`src/rtl/game_sequencer_if.sv`:
```
// Signal bundle between the breakout sequencer and its surroundings: button and
// collision events go in, ball control and display status come out.
interface game_sequencer_if #(
  parameter int unsigned SCORE_W = 12
);
  logic               tick;
  logic               start;
  logic               block_hit;
  logic               floor_hit;
  logic [2:0]         state;
  logic               ball_run;
  logic               ball_reset;
  logic [1:0]         lives;
  logic [5:0]         blocks_left;
  logic [SCORE_W-1:0] score;
  logic               paused;

  modport master (
    output tick, start, block_hit, floor_hit,
    input  state, ball_run, ball_reset, lives, blocks_left, score, paused
  );

  modport slave (
    input  tick, start, block_hit, floor_hit,
    output state, ball_run, ball_reset, lives, blocks_left, score, paused
  );
endinterface

```
`src/rtl/game_sequencer.sv`:
```
// Breakout game sequencer: serve/play/miss flow, lives, score and brick count.
// All outputs are registered.
module game_sequencer #(
  parameter int unsigned NUM_BLOCKS  = 60,
  parameter int unsigned INIT_LIVES  = 3,
  parameter int unsigned SERVE_DELAY = 60,
  parameter int unsigned BLOCK_PTS   = 10,
  parameter int unsigned SCORE_W     = 12
) (
  input logic            clk,
  input logic            rst,
  game_sequencer_if.slave bus
);

  typedef enum logic [2:0] {
    StIdle  = 3'd0,
    StServe = 3'd1,
    StPlay  = 3'd2,
    StMiss  = 3'd3,
    StOver  = 3'd4,
    StWin   = 3'd5
  } state_e;

  localparam logic [SCORE_W:0] PtsExt = (SCORE_W + 1)'(BLOCK_PTS);

  state_e             state_q;
  logic [7:0]         serve_cnt_q;
  logic [1:0]         lives_q;
  logic [5:0]         blocks_q;
  logic [SCORE_W-1:0] score_q;
  logic               ball_run_q;
  logic               ball_reset_q;
  logic               paused_q;
  logic               start_prev_q;
  logic               start_rise;
  logic [SCORE_W:0]   score_sum;

  assign start_rise = bus.start & ~start_prev_q;
  assign score_sum  = {1'b0, score_q} + PtsExt;

  always_ff @(posedge clk or posedge rst) begin
    if (rst) begin
      state_q      <= StIdle;
      serve_cnt_q  <= 8'(SERVE_DELAY);
      lives_q      <= 2'(INIT_LIVES);
      blocks_q     <= 6'(NUM_BLOCKS);
      score_q      <= '0;
      ball_run_q   <= 1'b0;
      ball_reset_q <= 1'b0;
      paused_q     <= 1'b0;
      // Preset high so a button held through reset is not seen as a press.
      start_prev_q <= 1'b1;
    end else begin
      start_prev_q <= bus.start;
      ball_reset_q <= 1'b0;
      unique case (state_q)
        StIdle, StOver, StWin: begin
          if (start_rise) begin
            state_q      <= StServe;
            lives_q      <= 2'(INIT_LIVES);
            blocks_q     <= 6'(NUM_BLOCKS);
            score_q      <= '0;
            serve_cnt_q  <= 8'(SERVE_DELAY);
            ball_reset_q <= 1'b1;
            ball_run_q   <= 1'b0;
          end
        end
        StServe: begin
          if (bus.tick) begin
            if (serve_cnt_q == 8'd1) begin
              state_q    <= StPlay;
              ball_run_q <= 1'b1;
            end else begin
              serve_cnt_q <= serve_cnt_q - 8'd1;
            end
          end
        end
        StPlay: begin
          if (bus.block_hit) begin
            blocks_q <= blocks_q - 6'd1;
            score_q  <= score_sum[SCORE_W] ? '1 : score_sum[SCORE_W-1:0];
          end
          // Last brick wins even if the ball also reached the floor.
          if (bus.block_hit && blocks_q == 6'd1) begin
            state_q    <= StWin;
            paused_q   <= 1'b0;
            ball_run_q <= 1'b0;
          end else if (bus.floor_hit) begin
            state_q    <= StMiss;
            lives_q    <= lives_q - 2'd1;
            paused_q   <= 1'b0;
            ball_run_q <= 1'b0;
          end else if (start_rise) begin
            paused_q   <= ~paused_q;
            ball_run_q <= paused_q;
          end
        end
        StMiss: begin
          if (lives_q == 2'd0) begin
            state_q <= StOver;
          end else begin
            state_q      <= StServe;
            serve_cnt_q  <= 8'(SERVE_DELAY);
            ball_reset_q <= 1'b1;
          end
        end
        default: state_q <= StIdle;
      endcase
    end
  end

  assign bus.state       = state_q;
  assign bus.ball_run    = ball_run_q;
  assign bus.ball_reset  = ball_reset_q;
  assign bus.lives       = lives_q;
  assign bus.blocks_left = blocks_q;
  assign bus.score       = score_q;
  assign bus.paused      = paused_q;

endmodule

```
`src/flat_wrapper.sv`:
```
// flat-port wrapper written by rule: the top's interface ports become plain ports
module game_sequencer_flat 
#(
  parameter int unsigned NUM_BLOCKS  = 60,
  parameter int unsigned INIT_LIVES  = 3,
  parameter int unsigned SERVE_DELAY = 60,
  parameter int unsigned BLOCK_PTS   = 10,
  parameter int unsigned SCORE_W     = 12
)
  (clk, rst, bus_tick, bus_start, bus_block_hit, bus_floor_hit, bus_state, bus_ball_run, bus_ball_reset, bus_lives, bus_blocks_left, bus_score, bus_paused);
  game_sequencer_if #(.SCORE_W(SCORE_W)) bus_i ();
  input logic clk;
  input logic rst;
  input wire logic [$bits(bus_i.tick)-1:0] bus_tick;
  input wire logic [$bits(bus_i.start)-1:0] bus_start;
  input wire logic [$bits(bus_i.block_hit)-1:0] bus_block_hit;
  input wire logic [$bits(bus_i.floor_hit)-1:0] bus_floor_hit;
  output wire logic [$bits(bus_i.state)-1:0] bus_state;
  output wire logic [$bits(bus_i.ball_run)-1:0] bus_ball_run;
  output wire logic [$bits(bus_i.ball_reset)-1:0] bus_ball_reset;
  output wire logic [$bits(bus_i.lives)-1:0] bus_lives;
  output wire logic [$bits(bus_i.blocks_left)-1:0] bus_blocks_left;
  output wire logic [$bits(bus_i.score)-1:0] bus_score;
  output wire logic [$bits(bus_i.paused)-1:0] bus_paused;
  assign bus_i.tick = bus_tick;
  assign bus_i.start = bus_start;
  assign bus_i.block_hit = bus_block_hit;
  assign bus_i.floor_hit = bus_floor_hit;
  assign bus_state = bus_i.state;
  assign bus_ball_run = bus_i.ball_run;
  assign bus_ball_reset = bus_i.ball_reset;
  assign bus_lives = bus_i.lives;
  assign bus_blocks_left = bus_i.blocks_left;
  assign bus_score = bus_i.score;
  assign bus_paused = bus_i.paused;
  game_sequencer #(.NUM_BLOCKS(NUM_BLOCKS), .INIT_LIVES(INIT_LIVES), .SERVE_DELAY(SERVE_DELAY), .BLOCK_PTS(BLOCK_PTS), .SCORE_W(SCORE_W)) u_core (.clk(clk), .rst(rst), .bus(bus_i));
endmodule
```
`config.mk`:
```
export PLATFORM = sky130hd
export DESIGN_NAME = game_sequencer_flat
export DESIGN_NICKNAME = d
export VERILOG_FILES = /design/src/rtl/game_sequencer_if.sv /design/src/rtl/game_sequencer.sv /design/src/flat_wrapper.sv
export SDC_FILE = /design/constraint.sdc
export NUM_CORES = 1
export LEC_CHECK = 0
export BUFFER_PORTS_ARGS = -buffer_cell sky130_fd_sc_hd__buf_2
export CORE_ASPECT_RATIO = 0.7
export CORE_MARGIN = 5
export CORE_UTILIZATION = 60
export DETAILED_ROUTE_END_ITERATION = 6
export GPL_TIMING_DRIVEN = 0
export PLACE_DENSITY_LB_ADDON = 0.3
export SLEW_MARGIN = 20
export SYNTH_ARGS = -nofsm -noshare
export SYNTH_HDL_FRONTEND = slang
export SYNTH_SLANG_ARGS = --single-unit
```
`constraint.sdc`:
```
create_clock -name clk -period 3.3 [get_ports clk]
set_clock_uncertainty 0.15 [all_clocks]
set_input_delay 0.165 -clock clk [delete_from_list [all_inputs] [get_ports clk]]
set_output_delay 0.165 -clock clk [all_outputs]
set_load 0.05 [all_outputs]
```
After elaboration in Yosys (flattened, before gate mapping)
Index checks and enable logic that the tools add are counted.
W data, S select, Z words.
{"block": "classes", "addsub": 4, "eq_ne": 17, "muxes": 36, "bitwise": 3, "reduce_logical": 14}
{"operator": "$mux W12", "count": 3}
{"operator": "$mux W8", "count": 4}
{"operator": "$pmux W12 S2", "count": 1}
{"operator": "$pmux W8 S3", "count": 1}
{"operator": "$mux W3", "count": 6}
{"operator": "$add A12 B4 Y13 const B", "count": 1}
{"operator": "$mux W6", "count": 2}
{"operator": "$ne A2 B2 Y1 const B", "count": 6}
{"operator": "$pmux W3 S4", "count": 1}
{"operator": "$pmux W6 S2", "count": 1}
{"operator": "$mux W1", "count": 11}
{"operator": "$reduce_and A5 Y1", "count": 2}
{"operator": "$reduce_bool A3 Y1", "count": 3}
{"operator": "$eq A8 B1 Y1 const B", "count": 1}
{"operator": "$reduce_and A4 Y1", "count": 2}
{"operator": "$sub A8 B1 Y8 const B", "count": 1}
{"operator": "$eq A3 B2 Y1 const B", "count": 2}
{"operator": "$eq A3 B3 Y1 const B", "count": 2}
{"operator": "$eq A6 B1 Y1 const B", "count": 1}
{"operator": "$mux W2", "count": 3}
{"operator": "$sub A6 B1 Y6 const B", "count": 1}
{"operator": "$ne A2 B1 Y1 const B", "count": 2}
{"operator": "$ne A4 B2 Y1 const B", "count": 1}
{"operator": "$pmux W2 S2", "count": 1}
{"operator": "14 further kinds", "count": 15}
{"block": "word_totals", "regBits": 35, "in_bits": 6, "output_inout_bits": 26, "elab_cells": 83}

Logic depth before layout (Yosys ltp)
{"block": "logic_depth", "ltp_word": 6, "depth_mapped": 7, "depth_no_buf": 6}

Worst setup path before layout
No wires, ideal clock.
{"block": "synth_timing", "kind": "register -> register", "startpoint": "reg u_core.state_q[0], in the netlist u_core.bus.state[0]", "endpoint": "reg u_core.serve_cnt_q[1]", "setup_ns": 0.128, "arrival_time_ns": 2.002, "required_time_ns": 3.022, "slack_ns": 1.020, "path_stages_with_launch": 7, "path_buffers": 2, "synth_period_minus_slack_ns": 2.280, "cell_sequence": "dfrtp_1 > buf_2 > nor2b_1 > nand2b_1 > a221o_1 > buf_2 > mux2_1"}
{"block": "synth_between", "elab_chain_cells": 4, "elab_cells_between_ends": 13, "cone_classes": "8 x eq/ne; 1 x mux; 4 x reduce/logical"}
{"element": "start, declared", "line_no": "game_sequencer.sv:26", "rtl": "state_e state_q;"}
{"element": "start signal, assigned", "line_no": "game_sequencer.sv:43", "rtl": "state_q <= StIdle;"}
{"element": "start signal, assigned", "line_no": "game_sequencer.sv:59", "rtl": "state_q <= StServe;"}
{"element": "start signal, assigned", "line_no": "game_sequencer.sv:71", "rtl": "state_q <= StPlay;"}
{"element": "$eq A3 B3 Y1 or $logic_not A3 Y1 (tied branches)", "line_no": "game_sequencer.sv:56", "rtl": "unique case (state_q)"}
{"element": "$reduce_or A3 Y1", "line_no": "game_sequencer.sv:56"}
{"element": "$ne A2 B1 Y1 (no source line) or $reduce_bool A3 Y1 (tied branches)"}
{"element": "$reduce_and A5 Y1 (no source line)"}
{"element": "end signal, assigned", "line_no": "game_sequencer.sv:44", "rtl": "serve_cnt_q <= 8'(SERVE_DELAY);"}
{"element": "end signal, assigned", "line_no": "game_sequencer.sv:63", "rtl": "serve_cnt_q <= 8'(SERVE_DELAY);"}
{"element": "end signal, assigned", "line_no": "game_sequencer.sv:74", "rtl": "serve_cnt_q <= serve_cnt_q - 8'd1;"}
{"element": "end, declared", "line_no": "game_sequencer.sv:27", "rtl": "logic [7:0] serve_cnt_q;"}
Several ways; a longest one is shown, not always the timed one.
A chain may end at the register's enable or synchronous reset.

Worst setup path after layout
{"block": "layout_timing", "startpoint": "reg u_core.serve_cnt_q[1]", "endpoint": "reg u_core.serve_cnt_q[1]"}
{"block": "layout_between", "elab_chain_cells": 4, "elab_cells_between_ends": 7, "cone_classes": "1 x add/sub; 2 x eq/ne; 3 x mux; 1 x reduce/logical"}
{"element": "$sub A8 B1 Y8", "line_no": "game_sequencer.sv:74"}
{"element": "$mux W8", "line_no": "game_sequencer.sv:70", "rtl": "if (serve_cnt_q == 8'd1) begin"}
{"element": "$mux W8", "line_no": "game_sequencer.sv:69", "rtl": "if (bus.tick) begin"}
{"element": "$pmux W8 S3", "line_no": "game_sequencer.sv:56"}
Several ways; a longest one is shown, not always the timed one. The select of a mux whose other input is x is not followed.

==> results.json <==
{
  "outcome": "finished, final reports clean",
  "cts.sinks": 35,
  "synth-main-ff-cell": "dfrtp_1",
  "clock_path_buffers": 2,
  "worst_pin_slew_ns": 0.869,
  "drt-total-wl_mm": 4.19,
  "io-pin-count": 32,
  "drc": 0,
  "cts_root_buf": "clkbuf_8",
  "synth.distinct_cells": 53,
  "setup_ws_ns": 1.14,
  "die_w_um": 77.4,
  "ys_ff_latch": 35,
  "portBuffers": 31,
  "final-hold-violation-count": 0,
  "grt_max_degree": 36,
  "min_from": "bus_tick",
  "areaGrowthSynthToFinish_pct": 17.8,
  "holdBufCountCts": 2,
  "final_common_cell": "buf_2",
  "worstReg2RegEnd": "u_core.serve_cnt_q[1]",
  "hold_depth": 4,
  "core_mm2": 0.00311,
  "hp-class": "in2reg",
  "final.min_clock_period_ns": 2.16,
  "crit_type": "reg2reg",
  "min_to": "u_core.serve_cnt_q[2]",
  "cp_slowest_stage_delay_ns": 0.47,
  "fin_hold_ws_ns": 0.0543,
  "overflow": 0,
  "syn_inst": 202,
  "reg2reg_slack_ns": 1.14,
  "startpoint_type": "flip-flop",
  "cts_buffers": 5,
  "synthArstFlopShare": 1.00,
  "hpwl_mm": 2.99,
  "drtIter0Drc": 208,
  "grt_pass1_vias": 1503,
  "htreeDepth": 2,
  "wire_per_inst_um": 14.9,
  "antenna_found_initial": 0,
  "ctsResizeCount": 0,
  "track_usage": 0.204,
  "maxCapViolCount": 0,
  "fp-row-count": 17,
  "syn-cell-area_mm2": 0.00191,
  "path_clk_slew_ns": 0.07,
  "viasPerCell": 5.95,
  "die_y_um": 57.2,
  "setup_viol": 0,
  "period_share": 0.655,
  "place_ws_ns": 1.14,
  "crit_chain": "inv_1 > ha_1 > or3b_2 > nor2_1 > a221o_1 > buf_2 > mux2_1",
  "vias": 1673,
  "report.final.slew_viol_count": 0,
  "tritoncts": "yes",
  "crit_required_ns": 3.33,
  "final_util": 0.725,
  "dieArea_mm2": 0.00443,
  "yosys-top-cells-area": "dfrtp_1 31%, dfstp_2 15%, ha_1 3.9%, nand2_1 3.7%, o21ai_0 2.9%",
  "clock_latency_ns": 0.29,
  "fin_nets": 254,
  "place_congestion": 0.813,
  "first_pass_iters": 4,
  "yosysSeqAreaShare": 0.466,
  "path_buf_inv": 2,
  "diodes": 0,
  "synth_top_area_frac": 0.314,
  "ir_worst_vdd_mv": 0.498,
  "arrival_ns": 2.19,
  "cp_slowest_cell": "or3b_2",
  "endpoint_kind": "flip-flop",
  "max_freq_mhz": 462,
  "path_delay_family": "simple AND/OR/NAND/NOR gates",
  "synth_area_leader_cell": "dfrtp_1",
  "rsz0062_at_grt": "no",
  "cp_num_cells": 7,
  "initial_core_util": 0.615,
  "r2r-start": "u_core.serve_cnt_q[1]",
  "layout_common_cells": "35 x buf_2, 24 x dfrtp_1, 19 x nand2_1",
  "drt.antenna.violating_nets": 0,
  "leakagePower_nw": 1.02,
  "slew_headroom": 0.416,
  "rr_worst_depth": 7,
  "setup_tns_ns": 0,
  "grt_pass1_wl_mm": 7.29,
  "synth_warnings": 0,
  "p_per_area_mw_per_mm2": 891,
  "synth_edf_count": 0,
  "drive_above_1_share": 0.259,
  "cp_max_fo": 9,
  "synth_nets": 214,
  "cts_setup_buffers": 0,
  "syn_area_per_cell_um2": 9.46
}
==> power by group <==
| part | switching, mW | internal (mW) | total [mW] |
|---|---|---|---|
| clock network | 0.154 | 0.244 | 0.399 |
| logic | 0.641 | 0.284 | 0.925 |
| registers | 0.112 | 0.570 | 0.682 |
| total | 0.907 | 1.10 | 2.01 |
==> state kept, by name (all words and copies together), names as in the netlist <==
name / count
u_core.serve_cnt_q: 8
u_core.bus.ball_run: 1
u_core.start_prev_q: 1
u_core.bus.state: 3
u_core.bus.paused: 1
u_core.bus.lives: 2
u_core.bus.blocks_left: 6
u_core.bus.ball_reset: 1
u_core.bus.score: 12
==> Yosys cell counts, types with 4 or more instances <==
cell      number
nand2_1       19
inv_1         13
o21ai_0       11
a31oi_1        6
ha_1           6
a21oi_1       10
nand4_1        4
dfrtp_1       24
o211ai_1       5
buf_2          4
dfstp_2       11
nor2_1        14
clkbuf_1       4
or3_1          4
nor3b_1        5
nor3_1         9
==> stage by stage <==
stage          cell area [um2]  power (mW)  cells
2_1_floorplan             1910        1.39    202
3_3_place_gp              2110        1.58    271
3_5_place_dp              2110        1.61    271
4_1_cts                   2250        2.02    281
5_1_grt                   2250        2.15    281
6_report                  2250        2.01    281
==> worst register-to-register path: stages (launching register included) <==
cell	delay [ns]
dfrtp_1	0.41
inv_1	0.08
ha_1	0.13
or3b_2	0.47
nor2_1	0.12
a221o_1	0.14
buf_2	0.20
mux2_1	0.34
==> layer usage <==
layer / vias up / GRT usage / routed length (um)
li1: 824 / - / -
met1: 782 / 0.314 / 2070
met2: 60 / 0.270 / 1740
met3: 7 / 0.0552 / 317
met4: 0 / 0.0809 / 68
met5: - / 0 / 0
==> how the worst max path moves through the flow <==
stage | start | endpoint | slack (ns)
3_3_place_gp | u_core.serve_cnt_q[1] | u_core.serve_cnt_q[1] | 1.15
3_5_place_dp | u_core.serve_cnt_q[1] | u_core.serve_cnt_q[1] | 1.14
6_report | u_core.serve_cnt_q[1] | u_core.serve_cnt_q[1] | 1.14
5_1_grt | u_core.serve_cnt_q[1] | u_core.serve_cnt_q[1] | 1.03
4_1_cts | u_core.serve_cnt_q[1] | u_core.serve_cnt_q[1] | 1.13
2_1_floorplan | u_core.bus.state[0] | u_core.serve_cnt_q[1] | 1.02
==> cells by family after synthesis <==
group | Yosys count | synth area share
adders and majority gates | 6 | 0.0393
muxes | 3 | 0.0170
DFF | 35 | 0.466
buffers and inverters | 22 | 0.0458
xor gates and xnor gates | 4 | 0.0183
and+or+nand+nor | 80 | 0.236
AOI/OAI and AO/OA | 52 | 0.178
==> layout make-up <==
cell class,instances,area [um2]
Sequential cell,35,890
Clock inverter,2,35.0
Multi-Input combinational cell,145,933
Tap cell,38,47.5
Clock buffer,6,82.6
Timing Repair Buffer,33,175
Buffer,9,38.8
Inverter,13,48.8
Fill cell,233,855
No activity file was read; power rests on OpenSTA's default activity.
